<file path="src/rtl/voice_allocator.sv">
// voice_allocator: shares three note-player voices among song note requests.
// Define VOICE_STEAL_EN to reassign the oldest busy voice when all are busy.
module voice_allocator #(
  parameter int NOTE_WIDTH     = 6,
  parameter int DURATION_WIDTH = 6
) (
  input  logic                      clk,
  input  logic                      reset,
  input  logic                      play,
  input  logic                      req_valid,
  input  logic [NOTE_WIDTH-1:0]     req_note,
  input  logic [DURATION_WIDTH-1:0] req_duration,
  output logic                      req_ready,
  input  logic [2:0]                voice_done,
  output logic [NOTE_WIDTH-1:0]     note_one,
  output logic [NOTE_WIDTH-1:0]     note_two,
  output logic [NOTE_WIDTH-1:0]     note_three,
  output logic [DURATION_WIDTH-1:0] duration_one,
  output logic [DURATION_WIDTH-1:0] duration_two,
  output logic [DURATION_WIDTH-1:0] duration_three,
  output logic                      new_note_one,
  output logic                      new_note_two,
  output logic                      new_note_three,
  output logic [2:0]                busy,
  output logic                      all_idle,
  output logic                      stolen
);

  logic [NOTE_WIDTH-1:0]     note_q [3];
  logic [DURATION_WIDTH-1:0] dur_q [3];
  logic [1:0]                rank_q [3];
  logic [2:0]                busy_q;
  logic [2:0]                pulse_q;
  logic [2:0]                sel;
  logic [1:0]                sel_rank;
  logic                      is_rest;
  logic                      alloc;

  assign is_rest = (req_note == '0);

`ifdef VOICE_STEAL_EN
  assign req_ready = play;
`else
  assign req_ready = play && (busy_q != 3'b111 || is_rest);
`endif

  assign alloc = req_valid && req_ready && !is_rest;

  // Lowest free voice first; with stealing, the oldest voice when full.
  always_comb begin
    sel = 3'b000;
    if (!busy_q[0])
      sel = 3'b001;
    else if (!busy_q[1])
      sel = 3'b010;
    else if (!busy_q[2])
      sel = 3'b100;
`ifdef VOICE_STEAL_EN
    else begin
      for (int i = 0; i < 3; i++)
        if (rank_q[i] == 2'd2)
          sel[i] = 1'b1;
    end
`endif
  end

  always_comb begin
    sel_rank = 2'd0;
    for (int i = 0; i < 3; i++)
      if (sel[i])
        sel_rank = rank_q[i];
  end

  always_ff @(posedge clk) begin
    if (reset) begin
      busy_q    <= '0;
      pulse_q   <= '0;
      rank_q[0] <= 2'd2;
      rank_q[1] <= 2'd1;
      rank_q[2] <= 2'd0;
      for (int i = 0; i < 3; i++) begin
        note_q[i] <= '0;
        dur_q[i]  <= '0;
      end
    end else begin
      busy_q  <= (busy_q & ~voice_done) | (alloc ? sel : 3'b000);
      pulse_q <= alloc ? sel : 3'b000;
      for (int i = 0; i < 3; i++) begin
        if (alloc && sel[i]) begin
          note_q[i] <= req_note;
          dur_q[i]  <= req_duration;
          rank_q[i] <= 2'd0;
        end else if (alloc && rank_q[i] < sel_rank) begin
          rank_q[i] <= rank_q[i] + 2'd1;
        end
      end
    end
  end

`ifdef VOICE_STEAL_EN
  logic stolen_q;

  always_ff @(posedge clk) begin
    if (reset)
      stolen_q <= 1'b0;
    else
      stolen_q <= alloc && (busy_q == 3'b111);
  end

  assign stolen = stolen_q;
`else
  assign stolen = 1'b0;
`endif

  assign busy           = busy_q;
  assign all_idle       = (busy_q == 3'b000) && (pulse_q == 3'b000);
  assign note_one       = note_q[0];
  assign note_two       = note_q[1];
  assign note_three     = note_q[2];
  assign duration_one   = dur_q[0];
  assign duration_two   = dur_q[1];
  assign duration_three = dur_q[2];
  assign new_note_one   = pulse_q[0];
  assign new_note_two   = pulse_q[1];
  assign new_note_three = pulse_q[2];

endmodule
</file>
<file path="config.mk">
export PLATFORM = sky130hd
export DESIGN_NAME = voice_allocator
export DESIGN_NICKNAME = d
export VERILOG_FILES = /design/src/rtl/voice_allocator.sv
export SDC_FILE = /design/constraint.sdc
export NUM_CORES = 1
export LEC_CHECK = 0
export CAP_MARGIN = 10
export CORE_MARGIN = 2
export CORE_UTILIZATION = 25
export CTS_CLUSTER_DIAMETER = 80
export DETAILED_ROUTE_END_ITERATION = 16
export PLACE_DENSITY = 0.57
export SLEW_MARGIN = 20
export SYNTH_ARGS = -nofsm -noshare
export SYNTH_HDL_FRONTEND = slang
export SYNTH_SLANG_ARGS = --single-unit
</file>
<file path="constraint.sdc">
create_clock -name clk -period 1.85 [get_ports clk]
set_input_delay 0.555 -clock clk [delete_from_list [all_inputs] [get_ports clk]]
set_output_delay 0.555 -clock clk [all_outputs]
set_load 0.05 [all_outputs]
</file>
==> results.md, run 1 <==
* Crit-path max cell delay at 0.54 ns
* Hold Path Class: input port to flop
* Cells on worst reg2reg path at 4
* Fin cells at ~240
* Core outline area at roughly 0.0059 mm2
* PortBufs at 62
* Cell Area, Synth at around 0.0015 mm2
* DRC at 0
* Number of inserted diodes at 0
* GPL Wtd Cong at a little over 0.7
* Routed Antenna Nets at 0
* Via-to-Cell Ratio at approximately 4.1
* Internal power at around 0.0015 W
* MaxCap Viol Count at 0
* Ranking of synthesized cells by area: edfxtp_1, dfxtp_1, and2_2
* CP max stage cell: or4_4
* Setup TNS at -0.336 ns
* RSZ-0062 raised after global routing: true
* Worst-path maximum fanout at 2
* Rows at 28
* R2R Setup Slk at around 0.43 ns
* Total GRT Usage at 0.0974
* Clock network power share at 0.260
* Pre-CTS setup slack at -0.619 ns
* Most common cell after layout, fill and taps aside: buf_4
* CTS tree: built
* Final hold violation count at 0
* Number of placed I/O pins at 64
* Final HPWL from detailed placement at about 2.4 mm
* CP startpoint: pulse_q[2]$_SDFF_PP0_
* Failing checks: setup timing
* Reg-to-reg startpoint: busy[1]$_SDFF_PP0_
* Area leader, netlist: edfxtp_1
* Share of the synthesized area in the top cell type at 0.719
* Worst EP arrival at between 1 and 1.5 ns
* Crit path cell chain: or4_4, nor3_4, buf_12
* Die Wd at between 80 and 90 um
* Register share of total power at 0.533
* Distinct cell type count after synthesis at 26
* Mapped Cells at 84
* #FFs+latches synth at 42
* Outcome: complete, but fails checks
* Number of global-route vias before repair at 982
* Sw frac at 0.273
* CTS Sinks at between 40 and 50
* Share of cells above drive strength 1 at 0.565
* CP Capture Type: output port
* Initial DRC count at 29
* Switch Pwr at about 0.00056 W
* Avg WL per Cell at 13.3 um
* Clock latency on the worst-skew pair at 0.28 ns
* Total Routed Length at 3.14 mm
* Layout area overhead at 61.6%
* Die area at 0.00665 mm2
* Post-route core utilization at 0.415
* Vias at 964
* Crit path required time at between 1 and 1.5 ns
* Cell leakage power at 0.985 nW
* Initial antenna violation count at 0
* Final setup margin at -0.173 ns
* Final Setup Violations at 2
* H-tree lvl count at 2
* Startpoint type of the worst setup path: flop
* Slew Limit Fails at 0
* Fmax at approximately 500 MHz
* Syn nets at around 100
* Final Net Count at 179
* Clk slew on worst S/H paths at ~0.070 ns
* Min cycle time layout at slightly above 2 ns
* Total CTS buffers at 5
* Critical R2R Capture: note_q[0][8]$_DFFE_PP_
* Die height at between 80 and 90 um
* CTS Buffer Depth at 2
* Period utilization at 1.09
* First-pass GRT wire length at 4.65 mm
* Category of the most critical setup path: flop to output port
* Min Hold Slack at a little over 0.6 ns
* VDD IR-drop max at about 0.00034 V
* Comb pwr share at 0.207
* Global route total overflow at 0
* YS warnings at 0
* Post-synthesis sequential area ratio at 0.799
* Maximum number of pins on one net before global-route repair at 13
* Cell total after placement at between 200 and 250
* Initial core utilization at 0.257
* PD cells at 845 mW/mm2
* Post-Route Skew at around 0.0063 ns
* Number of iterations in the first detailed-routing pass at 4
* Clock Tree Root: clkbuf_8
* Avg Cell Area, Syn at 17.9 um2
* Crit path to: all_idle
* Most frequent cells in the layout: buf_4, edfxtp_1, clkdlybuf4s50_1
## worst min path at each step
stage | from | to | slack (ns) | cells past startpoint
3_5_place_dp | busy[0]$_SDFF_PP0_ | pulse_q[2]$_SDFF_PP0_ | 0.62 | 2
5_1_grt | req_note[4] | note_q[0][16]$_DFFE_PP_ | 0.61 | 2
6_report | req_note[2] | note_q[0][14]$_DFFE_PP_ | 0.60 | 2
4_1_cts | req_note[4] | note_q[0][4]$_DFFE_PP_ | 0.59 | 2
3_3_place_gp | busy[0]$_SDFF_PP0_ | pulse_q[2]$_SDFF_PP0_ | 0.62 | 2
2_1_floorplan | busy[1]$_SDFF_PP0_ | pulse_q[2]$_SDFF_PP0_ | 0.65 | 2
## sequential cells by signal, indices dropped and copies added, names as in the netlist
| signal | flops |
|---|---|
| dur_q | 18 |
| busy | 3 |
| note_q | 18 |
| pulse_q | 3 |
## critical path, delay by kind of cell, from the launching register on
family	cells	cell delay, ns
buf+inv	1	0.16
flops	1	0.32
simple gates	2	0.70
## routing by layer
| layer | GRT usage | part of all wire | vias to the layer above |
|---|---|---|---|
| li1 | - | - | 465 |
| met1 | 0.108 | 0.40 | 436 |
| met2 | 0.169 | 0.47 | 58 |
| met3 | 0.0385 | 0.11 | 5 |
| met4 | 0.0356 | 0.014 | 0 |
| met5 | 0 | 0 | - |
## metrics by stage
| step | cell area [um2] | total power, W |
|---|---|---|
| after detailed placement | 2250 | 0.00152 |
| after CTS | 2340 | 0.00206 |
| after floorplan | 1560 | 0.00136 |
| after global routing | 2430 | 0.00213 |
| after global placement | 2250 | 0.00152 |
| final | 2430 | 0.00205 |
## cell usage after synthesis
cell type	n
and3_1	4
a21o_1	1
inv_1	1
nor3_1	3
a41oi_1	1
nand3b_1	1
o31ai_1	2
o21bai_1	3
nand2b_1	1
or4_1	1
clkbuf_1	1
a311oi_2	1
and2_2	6
buf_4	3
nor3_2	1
dfxtp_1	6
o32ai_1	1
nor2_1	1
nor4_2	1
or3b_2	2
or2b_1	1
and3_2	2
buf_6	1
edfxtp_1	36
conb_1	1
nand2_1	2
## area by class of cell
| type | instances | area [um2] |
|---|---|---|
| Sequential cell | 42 | 1210 |
| Inverter | 1 | 3.75 |
| Fill cell | 524 | 3420 |
| Clock inverter | 2 | 8.76 |
| Multi-Input combinational cell | 36 | 338 |
| Tap cell | 75 | 93.8 |
| Timing Repair Buffer | 74 | 701 |
| Clock buffer | 6 | 72.6 |
## kinds of logic after synthesis
kind of cell / share of synthesized area
buffers and inverters: 0.0274
AND/OR/NAND/NOR: 0.120
other: 0.00249
AO/OA/AOI/OAI: 0.0516
flip-flops: 0.799
## timing repair
action | CTS | global route
hold buffers | 0 | 0
gates cloned | 0 | 0
resized for setup | 23 | 3
setup buffers | 0 | 4
endpoints found under the setup margin | 47 | 38
pin swaps | 6 | 5
## power by group through the flow
stage                     Clock, W  Sequential, W  Combinational [W]
after floorplan                  0        0.00129          0.0000759
after CTS                 0.000557        0.00109           0.000405
after global placement           0        0.00112           0.000405
final                     0.000534        0.00109           0.000425
after detailed placement         0        0.00112           0.000404
after global routing      0.000583        0.00110           0.000445
Power figures use the tool's default switching activity.
==> inputs of run 2 (changes only) <==
--- a/config.mk
+++ b/config.mk
@@ -12,2 +12,4 @@
 export DETAILED_ROUTE_END_ITERATION = 16
+export GPL_TIMING_DRIVEN = 0
+export MAX_ROUTING_LAYER = met4
 export PLACE_DENSITY = 0.57
==> constraint.sdc (replaced) <==
create_clock -name clk -period 1.85 [get_ports clk]
set_input_delay 0.185 -clock clk [delete_from_list [all_inputs] [get_ports clk]]
set_output_delay 0.185 -clock clk [all_outputs]
set_load 0.05 [all_outputs]
==> run 2 against run 1 <==
Net effect: the flow now finishes without violations; via count rose by 1.2%; flip-flop and latch count unchanged; design area decreased by 2.6%; non-clock buffer count down 6; die area unchanged; clock skew about the same; register-to-register slack got worse by 0.14 ns; wire length increased by 5.4%; first-iteration DRC count rose by 86%; clock-buffer cell count decreased by 1; maximum frequency grew 15%; power shrank 0.88%; critical path type is now input port to output port.
==> results.md, run 2 (synthesized netlist as in run 1, its figures left out) <==
* Outcome: completed
* Clock latency on the worst-skew pair at 0.28 ns (about the same)
* Fill count at 550 (+5.0%)
* Final Setup Violations at 0 (-2)
* Worst-Margin Slew at 0.516 ns
* Initial DRC count at 54 (+86%)
* Die Wd at 81.6 um (unchanged)
* Min cycle time layout at 1.76 ns (-0.266 ns)
* Worst EP arrival at 1.57 ns (+0.10 ns)
* Multi-input logic area at 320 um2 (-5.2%)
* Via-to-Cell Ratio at 4.26 (+4.3%)
* CP Capture Type: output port
* GPL Wtd Cong at 0.773 (+7.9%)
* Setup TNS at 0 ns (+0.336 ns)
* Worst-path maximum fanout at 2 (unchanged)
* Fmax at 569 MHz (+15%)
* Pre-CTS setup slack at -0.737 ns (-0.118 ns)
* Most common cell after layout, fill and taps aside: clkdlybuf4s50_1
* H-tree lvl count at 2 (unchanged)
* CTS Sinks at 42 (unchanged)
* Number of hold buffers added after CTS at 0 (unchanged)
* VDD IR-drop max at 0.000331 V (-2.5%)
* Final setup margin at 0.0931 ns (+0.266 ns)
* Avg WL per Cell at 14.5 um (+8.6%)
* Most frequent cells in the layout: clkdlybuf4s50_1, edfxtp_1, and2_2
* Final Net Count at 173 (-3.4%)
* Category of the most critical setup path: input port to output port
* Initial antenna violation count at 0 (unchanged)
* Leading registers by flop count: dur_q x18, note_q x18
* Total GRT Usage at 0.109 (+0.0113)
* Internal power at 0.00148 W (-1.1%)
* RSZ-0062 raised after global routing: false
* Final HPWL from detailed placement at 2.42 mm (+2.6%)
* Register Area at 0.00120 mm2 (-0.83%)
* MaxCap Viol Count at 0 (unchanged)
* Clk slew on worst S/H paths at 0.07 ns (about the same)
* Sw frac at 0.275 (+0.00160)
* Core outline area at 0.00585 mm2 (unchanged)
* Total Routed Length at 3.31 mm (+5.4%)
* Initial core utilization at 0.257 (unchanged)
* Number of global-route vias before repair at 975 (-0.71%)
* CTS Buffer Depth at 2 (unchanged)
* Clock Tree Root: clkbuf_8
* Relative slew margins at 0.655
* Rows at 28 (unchanged)
* Clock network power share at 0.261 (about the same)
* PD cells at 860 mW/mm2 (+1.8%)
* PortBufs at 62 (unchanged)
* Period utilization at 0.950 (-0.144)
* Share of cells above drive strength 1 at 0.214 (-0.351)
* Die area at 0.00665 mm2 (unchanged)
* Comb pwr share at 0.201 (-0.006)
* Final hold violation count at 0 (unchanged)
* Crit path required time at 1.66 ns (+0.37 ns)
* Routed Antenna Nets at 0 (unchanged)
* Number of inserted diodes at 0 (unchanged)
* Number of iterations in the first detailed-routing pass at 4 (unchanged)
* Post-Route Skew at 0.00640 ns (+0.000131 ns)
* DRC at 0 (unchanged)
* Register share of total power at 0.538 (+0.005)
* Slew Limit Fails at 0 (unchanged)
* Vias at 976 (+1.2%)
* Total CTS buffers at 5 (unchanged)
* Fin cells at 229 (-3.0%)
* Layout area overhead at 57.3%
* Switch Pwr at 0.000559 W (-0.30%)
* Maximum number of pins on one net before global-route repair at 13 (unchanged)
* Total power at 0.00203 W (-0.88%)
* First-pass GRT wire length at 5.00 mm (+7.4%)
* CTS tree: built
* Number of placed I/O pins at 64 (unchanged)
* Global route total overflow at 0 (unchanged)
* Startpoint type of the worst setup path: input port
* Hold Path Class: input port to flop
* Cell total after placement at 221 (-1.3%)
* Cell leakage power at 0.873 nW (-11%)
* Die height at 81.6 um (unchanged)
* Min Hold Slack at 0.457 ns (-0.146 ns)
[run 2: changes by cell type in the layout (fill, tap and decap cells not counted), moves of 2 or more]
| cell | delta |
|---|---|
| dfxtp_4 | -2 |
| buf_4 | -43 |
| buf_12 | -8 |
| clkdlybuf4s50_1 | +47 |
| dfxtp_1 | +4 |
| dlygate4sd2_1 | -2 |
| dfxtp_2 | -2 |
[run 2: power by group through the flow]
stage	combinational [W]	sequential (W)	clock, W
6_report	0.000409	0.00109	0.000531
5_1_grt	0.000428	0.00110	0.000580
4_1_cts	0.000408	0.00110	0.000545
3_5_place_dp	0.000402	0.00112	0
3_3_place_gp	0.000399	0.00111	0
2_1_floorplan	0.0000705	0.00129	0
[run 2: repair_timing]
item	in CTS	in global routing
gates resized for setup	18	4
setup endpoints to repair	2	16
pin swaps	0	2
endpoints found under the hold margin	0	0
setup buffers	0	1
[run 2: final timing paths]
path / start / end / slack (ns) / cells after the start
max reg2reg: busy[0]$_SDFF_PP0_ / note_q[0][11]$_DFFE_PP_ / 0.29 / 3
min reg2reg: busy[0]$_SDFF_PP0_ / pulse_q[0]$_SDFF_PP0_ / 0.63 / 2
min: voice_done[2] / busy[2]$_SDFF_PP0_ / 0.46 / 2
max: req_note[4] / req_ready / 0.09 / 5
[run 2: worst max-delay path: stages]
cell and delay (ns):
clkdlybuf4s50_1 0.49, nor4_4 0.36, nand2_2 0.11, a41oi_2 0.21, buf_4 0.22
[run 2: metal layers]
layer	vias up	track usage	routed length [um]
li1	453	-	-
met3	5	0.0407	308
met5	-	-	0
met1	467	0.118	1400
met2	51	0.182	1550
met4	0	0.0407	47
[run 2: metrics by stage]
step | util | area [um2]
2_1_floorplan | - | 1520
3_3_place_gp | 0.382 | 2230
3_5_place_dp | 0.382 | 2240
4_1_cts | 0.401 | 2340
5_1_grt | 0.404 | 2370
6_report | 0.404 | 2370
[run 2: cell type report]
| type | instances | area share |
|---|---|---|
| clock inverter | 2 | 0.00423 |
| multi-input combinational | 36 | 0.135 |
| sequential | 42 | 0.508 |
| inverter | 1 | 0.00159 |
| timing repair buffer | 63 | 0.266 |
| clock buffer | 5 | 0.0291 |
| buffer | 5 | 0.0159 |
| tap | 75 | 0.0397 |
